==> config.mk <==
export PLATFORM = sky130hd
export DESIGN_NAME = mem_arbiter_flat
export DESIGN_NICKNAME = d
export VERILOG_FILES = /design/src/rtl/mem_arbiter_if.sv /design/src/rtl/mem_arbiter.sv /design/src/flat_wrapper.sv
export SDC_FILE = /design/constraint.sdc
export NUM_CORES = 1
export LEC_CHECK = 0
export BUFFER_PORTS_ARGS = -buffer_cell sky130_fd_sc_hd__buf_2
export CAP_MARGIN = 10
export CORE_ASPECT_RATIO = 1.25
export CORE_MARGIN = 3
export CORE_UTILIZATION = 44
export CTS_CLUSTER_SIZE = 14
export DETAILED_ROUTE_END_ITERATION = 6
export PLACE_DENSITY = 0.93
export SETUP_SLACK_MARGIN = 0.02
export SYNTH_ARGS = -nofsm -noshare
export SYNTH_HDL_FRONTEND = slang
export SYNTH_SLANG_ARGS = --single-unit
==> constraint.sdc <==
create_clock -name clk -period 2.7 [get_ports clk]
set_input_delay 0.27 -clock clk [delete_from_list [all_inputs] [get_ports clk]]
set_output_delay 0.27 -clock clk [all_outputs]
set_load 0.05 [all_outputs]
==> src/rtl/mem_arbiter_if.sv <==
// Bus bundle for mem_arbiter: both requester ports plus the memory-side lines.
// slave  = arbiter view, master = requester/memory (environment) view.
interface mem_arbiter_if #(
   parameter int ADDR_WIDTH = 11,
   parameter int DATA_WIDTH = 32
);
   // port 0: instruction fetch, read-only
   logic                  p0_req;
   logic [ADDR_WIDTH-1:0] p0_adrs;
   logic                  p0_gnt;
   logic                  p0_rvalid;
   logic [DATA_WIDTH-1:0] p0_rdata;
   // port 1: load/store
   logic                  p1_req;
   logic                  p1_we;
   logic [ADDR_WIDTH-1:0] p1_adrs;
   logic [DATA_WIDTH-1:0] p1_wdata;
   logic                  p1_gnt;
   logic                  p1_rvalid;
   logic [DATA_WIDTH-1:0] p1_rdata;
   // memory side
   logic                  mem_en;
   logic                  mem_we;
   logic [ADDR_WIDTH-1:0] mem_adrs;
   logic [DATA_WIDTH-1:0] mem_wdata;
   logic [DATA_WIDTH-1:0] mem_rdata;

   modport slave (
      input  p0_req, p0_adrs,
      output p0_gnt, p0_rvalid, p0_rdata,
      input  p1_req, p1_we, p1_adrs, p1_wdata,
      output p1_gnt, p1_rvalid, p1_rdata,
      output mem_en, mem_we, mem_adrs, mem_wdata,
      input  mem_rdata
   );

   modport master (
      output p0_req, p0_adrs,
      input  p0_gnt, p0_rvalid, p0_rdata,
      output p1_req, p1_we, p1_adrs, p1_wdata,
      input  p1_gnt, p1_rvalid, p1_rdata,
      input  mem_en, mem_we, mem_adrs, mem_wdata,
      output mem_rdata
   );
endinterface

==> src/rtl/mem_arbiter.sv <==
// Two-port round-robin arbiter/sequencer for a shared single-port memory.
// One grant per cycle; read data returns to the owning port 2 cycles after grant.
module mem_arbiter #(
   parameter int ADDR_WIDTH = 11,
   parameter int DATA_WIDTH = 32
) (
   input logic          clk,
   input logic          reset,
   mem_arbiter_if.slave bus
);

   logic                  last_q, last_d;       // port granted most recently (1 = port 1)
   logic                  gnt0, gnt1;
   logic                  rd_gnt;
   logic [ADDR_WIDTH-1:0] adrs_w;

   // read owner pipeline: stage 1 = address cycle, stage 2 = data-return cycle
   logic                  s1_vld_q, s1_vld_d;
   logic                  s1_port_q, s1_port_d;
   logic                  s2_vld_q, s2_vld_d;
   logic                  s2_port_q, s2_port_d;
   logic [DATA_WIDTH-1:0] p0_rdata_q, p0_rdata_d;
   logic [DATA_WIDTH-1:0] p1_rdata_q, p1_rdata_d;

   // Arbitration: single requester wins; on a tie the port other than last wins.
   always_comb begin
      gnt0 = 1'b0;
      gnt1 = 1'b0;
      if (!reset) begin
         if (bus.p0_req && bus.p1_req) begin
            gnt0 = last_q;
            gnt1 = ~last_q;
         end else begin
            gnt0 = bus.p0_req;
            gnt1 = bus.p1_req;
         end
      end
   end

   // Memory address mux: port 1 address only when port 1 holds the grant.
   always_comb begin
      adrs_w = gnt1 ? bus.p1_adrs : bus.p0_adrs;
   end

   assign rd_gnt        = gnt0 | (gnt1 & ~bus.p1_we);
   assign bus.p0_gnt    = gnt0;
   assign bus.p1_gnt    = gnt1;
   assign bus.mem_en    = gnt0 | gnt1;
   assign bus.mem_we    = gnt1 & bus.p1_we;
   assign bus.mem_adrs  = adrs_w;
   assign bus.mem_wdata = bus.p1_wdata;

   // Next-state: fairness pointer, owner pipeline advance, read-data capture.
   always_comb begin
      last_d = last_q;
      if (gnt0 || gnt1) begin
         last_d = gnt1;
      end
      s1_vld_d   = rd_gnt;
      s1_port_d  = gnt1;
      s2_vld_d   = s1_vld_q;
      s2_port_d  = s1_port_q;
      p0_rdata_d = p0_rdata_q;
      p1_rdata_d = p1_rdata_q;
      if (s1_vld_q) begin
         if (s1_port_q) begin
            p1_rdata_d = bus.mem_rdata;
         end else begin
            p0_rdata_d = bus.mem_rdata;
         end
      end
   end

   // State registers; reset flushes in-flight reads and re-arms port 0 priority.
   always_ff @(posedge clk) begin
      if (reset) begin
         last_q     <= 1'b1;
         s1_vld_q   <= 1'b0;
         s1_port_q  <= 1'b0;
         s2_vld_q   <= 1'b0;
         s2_port_q  <= 1'b0;
         p0_rdata_q <= '0;
         p1_rdata_q <= '0;
      end else begin
         last_q     <= last_d;
         s1_vld_q   <= s1_vld_d;
         s1_port_q  <= s1_port_d;
         s2_vld_q   <= s2_vld_d;
         s2_port_q  <= s2_port_d;
         p0_rdata_q <= p0_rdata_d;
         p1_rdata_q <= p1_rdata_d;
      end
   end

   assign bus.p0_rvalid = s2_vld_q & ~s2_port_q;
   assign bus.p1_rvalid = s2_vld_q &  s2_port_q;
   assign bus.p0_rdata  = p0_rdata_q;
   assign bus.p1_rdata  = p1_rdata_q;

endmodule

==> src/flat_wrapper.sv <==
// flat-port wrapper written by rule: the top's interface ports become plain ports
module mem_arbiter_flat 
#(
   parameter int ADDR_WIDTH = 11,
   parameter int DATA_WIDTH = 32
)
  (clk, reset, bus_p0_req, bus_p0_adrs, bus_p0_gnt, bus_p0_rvalid, bus_p0_rdata, bus_p1_req, bus_p1_we, bus_p1_adrs, bus_p1_wdata, bus_p1_gnt, bus_p1_rvalid, bus_p1_rdata, bus_mem_en, bus_mem_we, bus_mem_adrs, bus_mem_wdata, bus_mem_rdata);
  mem_arbiter_if #(.ADDR_WIDTH(ADDR_WIDTH), .DATA_WIDTH(DATA_WIDTH)) bus_i ();
  input logic clk;
  input logic reset;
  input wire logic [$bits(bus_i.p0_req)-1:0] bus_p0_req;
  input wire logic [$bits(bus_i.p0_adrs)-1:0] bus_p0_adrs;
  output wire logic [$bits(bus_i.p0_gnt)-1:0] bus_p0_gnt;
  output wire logic [$bits(bus_i.p0_rvalid)-1:0] bus_p0_rvalid;
  output wire logic [$bits(bus_i.p0_rdata)-1:0] bus_p0_rdata;
  input wire logic [$bits(bus_i.p1_req)-1:0] bus_p1_req;
  input wire logic [$bits(bus_i.p1_we)-1:0] bus_p1_we;
  input wire logic [$bits(bus_i.p1_adrs)-1:0] bus_p1_adrs;
  input wire logic [$bits(bus_i.p1_wdata)-1:0] bus_p1_wdata;
  output wire logic [$bits(bus_i.p1_gnt)-1:0] bus_p1_gnt;
  output wire logic [$bits(bus_i.p1_rvalid)-1:0] bus_p1_rvalid;
  output wire logic [$bits(bus_i.p1_rdata)-1:0] bus_p1_rdata;
  output wire logic [$bits(bus_i.mem_en)-1:0] bus_mem_en;
  output wire logic [$bits(bus_i.mem_we)-1:0] bus_mem_we;
  output wire logic [$bits(bus_i.mem_adrs)-1:0] bus_mem_adrs;
  output wire logic [$bits(bus_i.mem_wdata)-1:0] bus_mem_wdata;
  input wire logic [$bits(bus_i.mem_rdata)-1:0] bus_mem_rdata;
  assign bus_i.p0_req = bus_p0_req;
  assign bus_i.p0_adrs = bus_p0_adrs;
  assign bus_p0_gnt = bus_i.p0_gnt;
  assign bus_p0_rvalid = bus_i.p0_rvalid;
  assign bus_p0_rdata = bus_i.p0_rdata;
  assign bus_i.p1_req = bus_p1_req;
  assign bus_i.p1_we = bus_p1_we;
  assign bus_i.p1_adrs = bus_p1_adrs;
  assign bus_i.p1_wdata = bus_p1_wdata;
  assign bus_p1_gnt = bus_i.p1_gnt;
  assign bus_p1_rvalid = bus_i.p1_rvalid;
  assign bus_p1_rdata = bus_i.p1_rdata;
  assign bus_mem_en = bus_i.mem_en;
  assign bus_mem_we = bus_i.mem_we;
  assign bus_mem_adrs = bus_i.mem_adrs;
  assign bus_mem_wdata = bus_i.mem_wdata;
  assign bus_i.mem_rdata = bus_mem_rdata;
  mem_arbiter #(.ADDR_WIDTH(ADDR_WIDTH), .DATA_WIDTH(DATA_WIDTH)) u_core (.clk(clk), .reset(reset), .bus(bus_i));
endmodule
==> impl_metrics.tcl, run 1 <==
set metrics [dict create \
    fillers 554 \
    synth_top_area_share_pct 49.07 \
    drive_above_1_share_pct 38.50 \
    grt_pass1_wl_mm 11.43 \
    viasPerCell 4.772 \
    final_cell_mix "buf_2 (139), nand2_1 (129), dfxtp_1 (69)" \
    hold_class "input port to register" \
    wire_per_inst_um 13.59 \
    relSlewSlack_pct 24.24 \
    max_stage_delay_ns 0.70 \
    postCtsResizedCells 0 \
    routed_wl_mm 7.257 \
    cp_num_cells 3 \
    clockRootBuffer "clkbuf_8" \
    syn_inst 348 \
    die_area_um2 7400 \
    tightest_slew_ns 1.134 \
    cp.required_ns 2.43 \
    endpoint_kind "primary output" \
    p_leak_nw 1.614 \
    reg2reg_from "u_core.s1_vld_q" \
    start_util_pct 46.83 \
    final_max_slew_viol_count 0 \
    holdPathStages 3 \
    clkPwrFrac_pct 32.7 \
    pwr-share-comb_pct 18.9 \
    switching_share_pct 32.41 \
    syn_area_um2 2815 \
    gp_congestion 0.8014 \
    yosys.area.top_type "dfxtp_1" \
    grt_pass1_vias 2397 \
    htreeDepth 3 \
    grt_max_degree 71 \
    rows 31 \
    power.internal_mw 1.507 \
    postLayoutCoreUtil_pct 57.75 \
    finalSetupTns_ns 0 \
    clkTransAtPathRegs_ns 0.08 \
    slowest_stage "a211oi_4" \
    antenna_found_initial 0 \
    ys_seq_elements 69 \
    drv_cap 0 \
    final.setup_skew_ns 0.01060 \
    min_period_ns 2.269 \
    rr_worst_depth 4 \
    cts_tree "built" \
    cts_sinks 69 \
    routed-via-count 2548 \
    fin_crit_sh_pct 84.04 \
    critPathMaxFanout 13 \
    fmax_mhz 440.7 \
    p_per_area_nw_per_um2 642.2 \
    timing.final.ws_setup_ns 0.4308 \
    io_pins 204 \
    p_seq_share_pct 48.4 \
    clk_latency_ns 0.34 \
    p_switching_mw 0.7227 \
    ff2ff_setup_slack_ns 1.08 \
    cts_setup_buffers 0 \
    drt_iter0_drc 102 \
    yosysWarnings 0 \
    outcome "finished clean" \
    cp_top_family "compound AO/OA/AOI/OAI gates" \
    finalHoldViolCount 0 \
    die_w_um 77.55 \
    finalSetupViolCount 0 \
    place_ws_ns 0.6827 \
    ir_worst_vdd_mv 0.3781 \
    grt_usage_pct 19.75 \
    critPathBufInv 1 \
    cts.path.max_buffers 2 \
    crit_chain "a211oi_4, mux2_2, buf_2" \
    diodes 0 \
    syn_nets 439 \
    die_y_um 95.43 \
    min_to "u_core.bus.p1_rdata[25]" \
    start_kind "register" \
    port_buffers 139 \
    syn-mean-instance-area_um2 8.090 \
    drt_first_pass_iters 6 \
    ctsHoldBuffers 0 \
    seq_area_frac_synth_pct 49.07 \
    r2r-end "u_core.bus.p0_rdata[5]" \
    yosys.cell_types.count 21 \
    rsz0062_at_grt "false" \
    p_total_mw 2.230 \
    num-nets-final 538 \
    core_region_area_um2 6012 \
    cts_buffers 9 \
    drcViolationCount 0 \
    critPathArrivalTime_ns 2.00 \
    final_common_cell "buf_2" \
    areaGrowthSynthToFinish_pct 23.33 \
    drt.antenna.violating_nets 0 \
    gr-total-overflow 0 \
    synthTopCellsByArea "dfxtp_1 (49%), nand2_1 (17%), a21oi_1 (12%)" \
    dp.final_hpwl_mm 5.323 \
    path_class "register to primary output" \
    holdCritStartpoint "bus_mem_rdata[25]" \
]
[cell type report]
type	count	area, um^2	share of cell area, %
Sequential cell	69	1381	39.78
Multi-Input combinational cell	222	1081	31.14
Timing Repair Buffer	143	725.7	20.90
Clock buffer	9	123.9	3.568
Tap cell	82	102.6	2.955
Clock inverter	7	50.05	1.441
Inverter	2	7.507	0.2162
[state kept, by name, indices dropped and copies added, names as in the netlist]
signal,count
u_core.last_q,1
u_core.bus.p1_rdata,32
u_core.s2_port_q,1
u_core.s1_vld_q,1
u_core.bus.p0_rdata,32
u_core.s2_vld_q,1
u_core.s1_port_q,1
[worst register-to-register path, delay by kind of cell (launching register included)]
| kind | cells | cell delay, ns |
|---|---|---|
| AOI/OAI and AO/OA | 1 | 0.13 |
| buffers and inverters | 1 | 0.36 |
| DFF | 1 | 0.37 |
| and+or+nand+nor | 2 | 0.70 |
[cells in the mapped netlist (all sizes together)]
cell type and instances:
nor2 2, or2b 1, buf 44, a21oi 66
nor2b 4, clkbuf 11, o21ai 2, nand2b 1
a211oi 2, nand2 129, and2 4, dfxtp 69
inv 2, mux2 11
[how the worst max path moves through the flow]
| stage | start | to | slack [ns] |
|---|---|---|---|
| 6_report | u_core.last_q | bus_mem_adrs[9] | 0.43 |
| 5_1_grt | u_core.last_q | bus_mem_adrs[9] | 0.30 |
| 4_1_cts | u_core.last_q | bus_mem_adrs[9] | 0.40 |
| 3_5_place_dp | bus_p1_req | bus_mem_adrs[9] | 0.68 |
| 3_3_place_gp | bus_p0_req | bus_mem_adrs[10] | 0.77 |
| 2_1_floorplan | reset | bus_mem_adrs[1] | 1.13 |
[cell families after synthesis]
| logic type | after synthesis | share of synthesized area, % |
|---|---|---|
| AO/OA/AOI/OAI | 70 | 13.07 |
| buffers and inverters | 57 | 12.62 |
| flip-flops | 69 | 49.07 |
| multiplexers | 11 | 5.467 |
| AND/OR/NAND/NOR | 141 | 19.78 |
[stage by stage]
step / instances / hold WS (ns) / cell area (um^2)
final: 534 / 0.1724 / 3472
after global routing: 534 / 0.1627 / 3472
after CTS: 534 / 0.1491 / 3472
after detailed placement: 518 / 0.4444 / 3298
after global placement: 518 / 0.4383 / 3298
after floorplan: 348 / 0.3698 / 2815
[metal layers]
metal | GRT usage (%) | vias to the layer above | part of all wire, %
li1 | - | 1278 | -
met1 | 21.51 | 1142 | 39
met2 | 34.87 | 115 | 51
met3 | 6.427 | 13 | 7.7
met4 | 9.199 | 0 | 1.9
met5 | 0 | - | 0
[power by group through the flow]
stage / Combinational, mW / Sequential [mW] / Clock, mW
after global routing: 0.448 / 1.08 / 0.801
final: 0.421 / 1.08 / 0.730
after detailed placement: 0.423 / 1.10 / 0
after CTS: 0.424 / 1.08 / 0.756
after global placement: 0.417 / 1.10 / 0
after floorplan: 0.306 / 1.23 / 0
Power figures use the tool's default switching activity.
==> inputs of run 2 (changes only) <==
CORE_UTILIZATION = 37   (was 44)
PLACE_DENSITY = 0.84   (was 0.93)
clock period = 1.82 ns   (was 2.7 ns; I/O delays follow)
==> run 2 against run 1 <==
Effect of this change: sequential power rose by 48%; non-clock buffer count rose by 9; critical path type unchanged; first-iteration DRC count fell by 13%; sequential share of layout area fell by 2.4 points; largest cell class unchanged.
==> impl_metrics.tcl, run 2 (synthesis gave the netlist of run 1 again) <==
set metrics [dict create \
    finalSetupViolCount 0 \
    clockRootBuffer "clkbuf_8" \
    slowest_stage "dfxtp_4" \
    die_w_um 84.02 \
    ir_worst_vdd_mv 0.5990 \
    clkTransAtPathRegs_ns 0.08 \
    wire_per_inst_um 14.65 \
    crit_chain "a211oi_4, buf_6, mux2_4, buf_6" \
    final.setup_skew_ns 0.007290 \
    routed-via-count 2642 \
    gp_congestion 0.7430 \
    postLayoutCoreUtil_pct 51.55 \
    htreeDepth 3 \
    p_leak_nw 1.722 \
    clk_latency_ns 0.33 \
    cp_top_family "buffers and inverters" \
    final_common_cell "nand2_1" \
    hold_class "input port to register" \
    drv_cap 0 \
    relSlewSlack_pct 68.11 \
    antenna_found_initial 0 \
    critPathArrivalTime_ns 1.61 \
    area.sequential_um2 1385 \
    fin_crit_sh_pct 98.28 \
    p_per_area_nw_per_um2 975.9 \
    cts.path.max_buffers 2 \
    min_period_ns 1.789 \
    endpoint_kind "primary output" \
    ctsHoldBuffers 0 \
    rsz0062_at_grt "true" \
    cts_tree "built" \
    diodes 0 \
    cp.required_ns 1.64 \
    multiInputGateArea_um2 1092 \
    grt_pass1_wl_mm 12.77 \
    gr-total-overflow 0 \
    path_common_cell "buf_6" \
    final_cell_mix "nand2_1 (129), buf_2 (128), dfxtp_1 (68)" \
    path_class "register to primary output" \
    grt_pass1_vias 2665 \
    fillers 675 \
    cts_buffers 9 \
    finalHoldViolCount 0 \
    drcViolationCount 0 \
    start_kind "register" \
    port_buffers 139 \
    outcome "finished clean" \
    rows 34 \
    die_area_um2 8698 \
    viasPerCell 4.804 \
    die_y_um 103.5 \
    drt_first_pass_iters 4 \
    max_stage_delay_ns 0.35 \
    core_region_area_um2 7189 \
    io_pins 204 \
    critPathBufInv 2 \
    tightest_slew_ns 0.4784 \
    cts_sinks 69 \
    start_util_pct 39.16 \
    grt_max_degree 49 \
    final_max_slew_viol_count 0 \
    finalSetupTns_ns 0 \
    critPathMaxFanout 7 \
    areaGrowthSynthToFinish_pct 31.64 \
    grt_usage_pct 18.21 \
    drt.antenna.violating_nets 0 \
    num-nets-final 547 \
    routed_wl_mm 8.055 \
    drt_iter0_drc 89 \
    dp.final_hpwl_mm 5.734 \
    fmax_mhz 559.1 \
    drive_above_1_share_pct 39.78 \
]
run 2: power by group:
| part | internal, mW | total (mW) | switching (mW) |
|---|---|---|---|
| clock network | 0.763 | 1.32 | 0.555 |
| registers | 1.57 | 1.60 | 0.0318 |
| logic | 0.221 | 0.698 | 0.476 |
| total | 2.55 | 3.62 | 1.06 |
run 2: path summary, 6_finish.rpt:
kind / from / endpoint / slack (ns) / cells past startpoint
hold reg to reg: u_core.bus.p1_rdata[10] / u_core.bus.p1_rdata[10] / 0.45 / 2
setup / recovery: u_core.last_q / bus_mem_adrs[4] / 0.03 / 4
setup reg to reg: u_core.s1_vld_q / u_core.bus.p0_rdata[9] / 0.64 / 4
hold / removal: bus_mem_rdata[7] / u_core.bus.p0_rdata[7] / 0.09 / 3
run 2: per-layer routing:
| metal | global-route usage [%] | up-vias | part of all wire, % |
|---|---|---|---|
| li1 | - | 1297 | - |
| met1 | 18.27 | 1210 | 36 |
| met2 | 33.47 | 107 | 54 |
| met3 | 4.369 | 28 | 6.4 |
| met4 | 10.46 | 0 | 2.7 |
| met5 | 0 | - | 0 |
run 2: cell type report:
class	count	area share (%)
Inverter	2	0.2026
Clock buffer	9	3.342
Sequential cell	69	37.37
Clock inverter	6	2.397
Timing Repair Buffer	152	24.17
Tap cell	90	3.038
Multi-Input combinational cell	222	29.47
run 2: worst register-to-register path, cell delays in order (launching register included):
cell and delay (ns):
dfxtp_1 0.39, nor2b_2 0.18, buf_4 0.27, nand2_1 0.13, a21oi_1 0.15
run 2: through the flow:
stage | std cells | area [um^2] | power, mW | setup slack, ns | hold WS, ns
after global placement | 533 | 3361 | 2.266 | 0.2986 | 0.3643
final | 550 | 3706 | 3.617 | 0.03129 | 0.09241
after global routing | 550 | 3706 | 3.769 | -0.03449 | 0.07179
after floorplan | 348 | 2815 | 2.272 | 0.3809 | 0.2818
after detailed placement | 533 | 3361 | 2.280 | 0.2506 | 0.3643
after CTS | 550 | 3702 | 3.660 | -0.01956 | 0.06683
run 2: repair_timing:
item | 4_1_cts | 5_1_grt
pin swaps | 1 | 1
buffers inserted | 1 | 0
setup endpoints to repair | 11 | 11
gates resized for setup | 36 | 1
cloned | 1 | 0
